### config.mk
export PLATFORM = sky130hd
export DESIGN_NAME = maxpool_ctrl
export DESIGN_NICKNAME = d
export VERILOG_FILES = /design/src/rtl/maxpool_ctrl_pkg.sv /design/src/rtl/maxpool_ctrl_four_num_sorter.sv /design/src/rtl/maxpool_ctrl.sv
export SDC_FILE = /design/constraint.sdc
export NUM_CORES = 1
export LEC_CHECK = 0
export BUFFER_PORTS_ARGS = -buffer_cell sky130_fd_sc_hd__buf_2
export CAP_MARGIN = 20
export CELL_PAD_IN_SITES_DETAIL_PLACEMENT = 1
export CELL_PAD_IN_SITES_GLOBAL_PLACEMENT = 1
export CORE_UTILIZATION = 44
export CTS_BUF_LIST = sky130_fd_sc_hd__clkbuf_2 sky130_fd_sc_hd__clkbuf_4 sky130_fd_sc_hd__clkbuf_8
export CTS_CLUSTER_SIZE = 16
export DETAILED_ROUTE_END_ITERATION = 7
export GPL_TIMING_DRIVEN = 0
export PLACE_DENSITY_LB_ADDON = 0.1
export SLEW_MARGIN = 20
export SYNTH_ARGS = -nofsm -noshare
export SYNTH_HDL_FRONTEND = slang
export SYNTH_SLANG_ARGS = --single-unit
### constraint.sdc
create_clock -name clk -period 4 [get_ports clk]
set_input_delay 0.4 -clock clk [delete_from_list [all_inputs] [get_ports clk]]
set_output_delay 0.4 -clock clk [all_outputs]
set_load 0.005 [all_outputs]
### src/rtl/maxpool_ctrl_pkg.sv
// Shared definitions for the max-pooling controller: sequencer states and
// default datapath constants.
package maxpool_ctrl_pkg;

    localparam int DEFAULT_DATA_WIDTH = 20;
    localparam int SRAM_RD_LATENCY    = 1;

    typedef enum logic [2:0] {
        ST_IDLE = 3'd0,
        ST_RD0  = 3'd1,
        ST_RD1  = 3'd2,
        ST_RD2  = 3'd3,
        ST_RD3  = 3'd4,
        ST_CAP  = 3'd5,
        ST_WR   = 3'd6,
        ST_DONE = 3'd7
    } state_t;

endpackage

### src/rtl/maxpool_ctrl_four_num_sorter.sv
// Signed maximum of four values, built as a two-level compare tree.
module four_num_sorter #(
    parameter int DATA_WIDTH = 20
) (
    input  logic signed [DATA_WIDTH-1:0] a,
    input  logic signed [DATA_WIDTH-1:0] b,
    input  logic signed [DATA_WIDTH-1:0] c,
    input  logic signed [DATA_WIDTH-1:0] d,
    output logic signed [DATA_WIDTH-1:0] max_out
);

    logic signed [DATA_WIDTH-1:0] max_ab;
    logic signed [DATA_WIDTH-1:0] max_cd;

    assign max_ab  = (a > b) ? a : b;
    assign max_cd  = (c > d) ? c : d;
    assign max_out = (max_ab > max_cd) ? max_ab : max_cd;

endmodule

### src/rtl/maxpool_ctrl.sv
// 2x2 / stride-2 max-pool sequencer: reads four pixels per window from a
// sync-read SRAM, takes their signed max and writes it in raster order.
module maxpool_ctrl
    import maxpool_ctrl_pkg::*;
#(
    parameter int DATA_WIDTH = DEFAULT_DATA_WIDTH,
    parameter int IMG_W      = 64,
    parameter int RD_AW      = 12,
    parameter int WR_AW      = 10
) (
    input  logic                         clk,
    input  logic                         rst_n,
    input  logic                         start,
    output logic                         busy,
    output logic                         done,
    output logic                         rd_en,
    output logic [RD_AW-1:0]             rd_addr,
    input  logic signed [DATA_WIDTH-1:0] rd_data,
    output logic                         wr_en,
    output logic [WR_AW-1:0]             wr_addr,
    output logic signed [DATA_WIDTH-1:0] wr_data
);

    localparam int OW = IMG_W / 2;
    localparam int CW = (OW > 1) ? $clog2(OW) : 1;

    state_t state, state_nxt;
    logic [CW-1:0] orow, ocol;
    logic signed [DATA_WIDTH-1:0] cap_a, cap_b, cap_c, cap_d;
    logic row_off, col_off;
    logic last_col, last_win;
    logic [RD_AW-1:0] pix_row, pix_col;

    assign last_col = (ocol == CW'(OW - 1));
    assign last_win = last_col && (orow == CW'(OW - 1));

    always_ff @(posedge clk or negedge rst_n) begin
        if (!rst_n) state <= ST_IDLE;
        else        state <= state_nxt;
    end

    always_ff @(posedge clk or negedge rst_n) begin
        if (!rst_n) begin
            orow <= '0;
            ocol <= '0;
        end else if (state == ST_IDLE && start) begin
            orow <= '0;
            ocol <= '0;
        end else if (state == ST_WR) begin
            if (last_col) begin
                ocol <= '0;
                orow <= last_win ? '0 : orow + 1'b1;
            end else begin
                ocol <= ocol + 1'b1;
            end
        end
    end

    // Read data lags its strobe by one cycle, so each pixel lands one state later.
    always_ff @(posedge clk or negedge rst_n) begin
        if (!rst_n) begin
            cap_a <= '0;
            cap_b <= '0;
            cap_c <= '0;
            cap_d <= '0;
        end else begin
            case (state)
                ST_RD1:  cap_a <= rd_data;
                ST_RD2:  cap_b <= rd_data;
                ST_RD3:  cap_c <= rd_data;
                ST_CAP:  cap_d <= rd_data;
                default: ;
            endcase
        end
    end

    always_comb begin
        state_nxt = state;
        busy      = 1'b1;
        done      = 1'b0;
        rd_en     = 1'b0;
        rd_addr   = '0;
        wr_en     = 1'b0;
        wr_addr   = '0;
        row_off   = 1'b0;
        col_off   = 1'b0;
        case (state)
            ST_IDLE: begin
                busy = 1'b0;
                if (start) state_nxt = ST_RD0;
            end
            ST_RD0: begin
                rd_en     = 1'b1;
                state_nxt = ST_RD1;
            end
            ST_RD1: begin
                rd_en     = 1'b1;
                col_off   = 1'b1;
                state_nxt = ST_RD2;
            end
            ST_RD2: begin
                rd_en     = 1'b1;
                row_off   = 1'b1;
                state_nxt = ST_RD3;
            end
            ST_RD3: begin
                rd_en     = 1'b1;
                row_off   = 1'b1;
                col_off   = 1'b1;
                state_nxt = ST_CAP;
            end
            ST_CAP: state_nxt = ST_WR;
            ST_WR: begin
                wr_en     = 1'b1;
                wr_addr   = WR_AW'(WR_AW'(orow) * WR_AW'(OW) + WR_AW'(ocol));
                state_nxt = last_win ? ST_DONE : ST_RD0;
            end
            ST_DONE: begin
                done      = 1'b1;
                state_nxt = ST_IDLE;
            end
            default: state_nxt = ST_IDLE;
        endcase
        // Pixel coordinates are 2*orow+row_off and 2*ocol+col_off.
        pix_row = RD_AW'({orow, row_off});
        pix_col = RD_AW'({ocol, col_off});
        if (rd_en) rd_addr = RD_AW'(pix_row * RD_AW'(IMG_W) + pix_col);
    end

    four_num_sorter #(
        .DATA_WIDTH(DATA_WIDTH)
    ) u_sorter (
        .a      (cap_a),
        .b      (cap_b),
        .c      (cap_c),
        .d      (cap_d),
        .max_out(wr_data)
    );

endmodule

==> flow_summary.json <==
{
  "cp-endpoint": "wr_data[3]",
  "r2r_start": "state[0]$_DFFE_PN0P_",
  "syn_area_sq_um": 7920,
  "reg2regPathDepth": 4,
  "rsz0062_at_grt": "true",
  "drv_slew": 0,
  "cp_num_buf_inv": 6,
  "fin_nets": 1099,
  "ctsRootBufferMaster": "clkbuf_8",
  "clk_path_buf_depth": 2,
  "grt_pass1_vias": 7414,
  "drc_errors": 0,
  "critPathKind": "reg -> out",
  "port_buffers": 68,
  "post-route-util_pct": 55.8,
  "hold_path_class": "in -> reg",
  "yosysSeqAreaShare_pct": 29.4,
  "ctsHtreeMaxLevel": 3,
  "synth_nets": 969,
  "io_pins": 69,
  "start_util_pct": 45.4,
  "die_x_microns": 136,
  "cp.depth": 18,
  "drive_gt1_share_pct": 35.0,
  "status": "finished, violations left",
  "dr.pass1.iters": 5,
  "cp_slowest_cell": "a2111oi_2",
  "rrSetupSlack_ns": 1.71,
  "finalSetupViolations": 20,
  "finalWorstSetupSlack_ns": -1.39,
  "clk_latency_ns": 0.41,
  "critPathLaunch": "cap_d[18]$_DFFE_PN0P_",
  "synth_edf_count": 0,
  "syn2layout_area_growth_pct": 22.7,
  "wire_per_inst_microns": 22.2,
  "yosys_warnings": 0,
  "finalWeightedCongestion": 0.893,
  "core_area_sq_um": 17400,
  "r2r-end": "cap_c[10]$_DFFE_PN0P_",
  "vias": 7268,
  "violations": "negative setup slack",
  "antennaDiodeCount": 0,
  "overflow": 0,
  "path_cells": "inv_1 -> ha_1 -> a21oi_1 -> a21boi_0 -> a2111oi_2 -> buf_2 -> a21oi_1 -> nor3_2 -> ha_1 -> nand4_1 -> nor4_4 -> buf_4 -> buf_4 -> a31oi_1 -> mux2_4 -> buf_12 -> mux2i_4 -> buf_2",
  "grt_max_degree": 69,
  "maxCapViolations": 0,
  "ys.flop_type": "dfrtp_1",
  "synth-async-reset-ratio_pct": 100,
  "postSynthCellCount": 882,
  "antenna_found_initial": 0,
  "max_freq_mhz": 186,
  "grt_pass1_wl_microns": 42100,
  "cts-buffers-inserted": 9,
  "final_hold_viol_count": 0,
  "cpLargestDelayFamily": "buffers and inverters",
  "clock-sinks": 93,
  "endpoint_kind": "output port",
  "skew_ns": 0.0108,
  "via_per_inst": 5.85,
  "hpwl_microns": 18800,
  "drt-total-wl_microns": 27600,
  "critical_path.startpoint_type": "flip-flop",
  "period_minus_slack_ns": 5.39,
  "avgSynthCellArea_sq_um": 8.97,
  "grt_util_all_layers_pct": 30.3,
  "tightest_slew_ns": 0.861,
  "drt-initial-drc-count": 412,
  "slew_headroom_pct": 42.6,
  "crit_fanout": 10,
  "die_area_sq_um": 18500,
  "min_period_over_period_pct": 135,
  "slowest_delay_ns": 0.48,
  "synth-seq-cells": 93,
  "worst_ep_required_time_ns": 3.60,
  "fp.dieH_microns": 136,
  "synth.distinct_cells": 45,
  "critical_path_arrival_ns": 4.99,
  "cts_tree": "yes",
  "clk_pin_slew_ns": 0.10,
  "fp-row-count": 48,
  "antenna_left": 0
}
[stage by stage]
step	setup TNS [ns]	cell area [sq um]	setup WS, ns	hold WS (ns)	cells
floorplan	-0.0157	7960	-0.000783	0.104	882
global placement	-17.92	8580	-0.996	0.551	1175
detailed placement	-19.11	8610	-1.06	0.284	1176
CTS	-22.79	9410	-1.18	0.225	1225
global route	-29.42	9710	-1.50	0.267	1242
finish	-26.85	9710	-1.39	0.240	1242
[worst reg2reg max path: stages, from the launching register on]
cell      delay, ns
dfrtp_1        0.38
clkbuf_1       0.20
nor3b_1        0.53
clkbuf_1       0.65
mux2_2         0.42
[worst min path at each step]
stage | start | endpoint | slack, ns | cells after the start
CTS | start | state[0]$_DFFE_PN0P_ | 0.22 | 3
global placement | cap_d[6]$_DFFE_PN0P_ | cap_d[6]$_DFFE_PN0P_ | 0.55 | 1
global route | start | state[0]$_DFFE_PN0P_ | 0.27 | 3
finish | start | state[0]$_DFFE_PN0P_ | 0.24 | 3
detailed placement | rst_n | cap_a[18]$_DFFE_PN0P_ | 0.28 | 1
floorplan | rst_n | cap_a[0]$_DFFE_PN0P_ | 0.10 | 0
[routing by layer]
metal / global-route usage (%) / part of all wire (%) / wire [microns]
met1: 40.2 / 45 / 12500
met2: 50.0 / 48 / 13300
met3: 3.91 / 3.6 / 1000
met4: 11.4 / 2.9 / 814
met5: 0 / 0 / 0
[cells in the mapped netlist (3+ instances only)]
master / number / area (sq um)
a31oi_1: 3 / 18.8
nand3_1: 50 / 250
nand2_1: 23 / 86.3
o21ai_0: 13 / 65.1
o22ai_1: 40 / 250
buf_6: 3 / 33.8
nor2b_1: 4 / 25.0
ha_1: 64 / 801
a21o_1: 3 / 22.5
buf_1: 8 / 30.0
nand2b_1: 81 / 507
buf_2: 9 / 45.0
and2_1: 22 / 138
nor3_2: 32 / 320
a21oi_1: 116 / 581
and3_1: 3 / 18.8
nand4_1: 9 / 56.3
clkbuf_1: 33 / 124
nor2_1: 14 / 52.6
inv_1: 71 / 267
nor3_1: 15 / 75.1
mux2_2: 79 / 890
dfrtp_1: 93 / 2330
nand3_2: 38 / 380
mux2i_1: 20 / 200
buf_4: 5 / 37.5
o21a_1: 3 / 22.5
[timing repair]
| item | in CTS | in global routing |
|---|---|---|
| setup endpoints to repair | 20 | 20 |
| hold buffers | 1 | 0 |
| gates cloned | 1 | 1 |
| gates resized for setup | 54 | 27 |
| setup buffers | 31 | 16 |
| pin swaps | 24 | 20 |
| endpoints found under the hold margin | 25 | 0 |
[cells in the final DEF (no fill, tap or decap), types with 22 or more instances in the layout]
cell type / count
nor3_2: 34
buf_4: 50
nand3_2: 36
ha_1: 51
buf_2: 74
o22ai_1: 36
a21oi_1: 116
dfrtp_1: 92
mux2_2: 78
and2_1: 22
nand2_1: 22
nand3_1: 50
nand2b_1: 81
inv_1: 68
clkbuf_1: 24
[cell type report]
class                   instances  area, sq um
inverters                      71          267
fillers                      2051         7710
multi-input cells             660         5440
clock buffers                   9          124
clock inverters                 7          121
plain buffers                  58          354
well taps                     225          282
flip-flops and latches         93         2330
repair buffers                119          793
[state kept, by name, indices dropped and copies added, names as in the netlist]
name and count:
cap_a 20, cap_b 20, cap_c 20, cap_d 20, ocol 5, orow 5, state 3
[cells by family (layout without fill, tap and decap cells)]
group           after synthesis  after routing  synth area share, %
mux                          99             99                 13.8
simple gates                305            305                 26.4
compound gates              192            192                 13.6
flops                        93             93                 29.4
buf+inv                     129            264                 6.78
fa+ha+maj                    64             64                 10.1
Power is left out: the tool's default activity adds up to more than one toggle a clock period on the data nets, which glitch-free logic cannot reach.
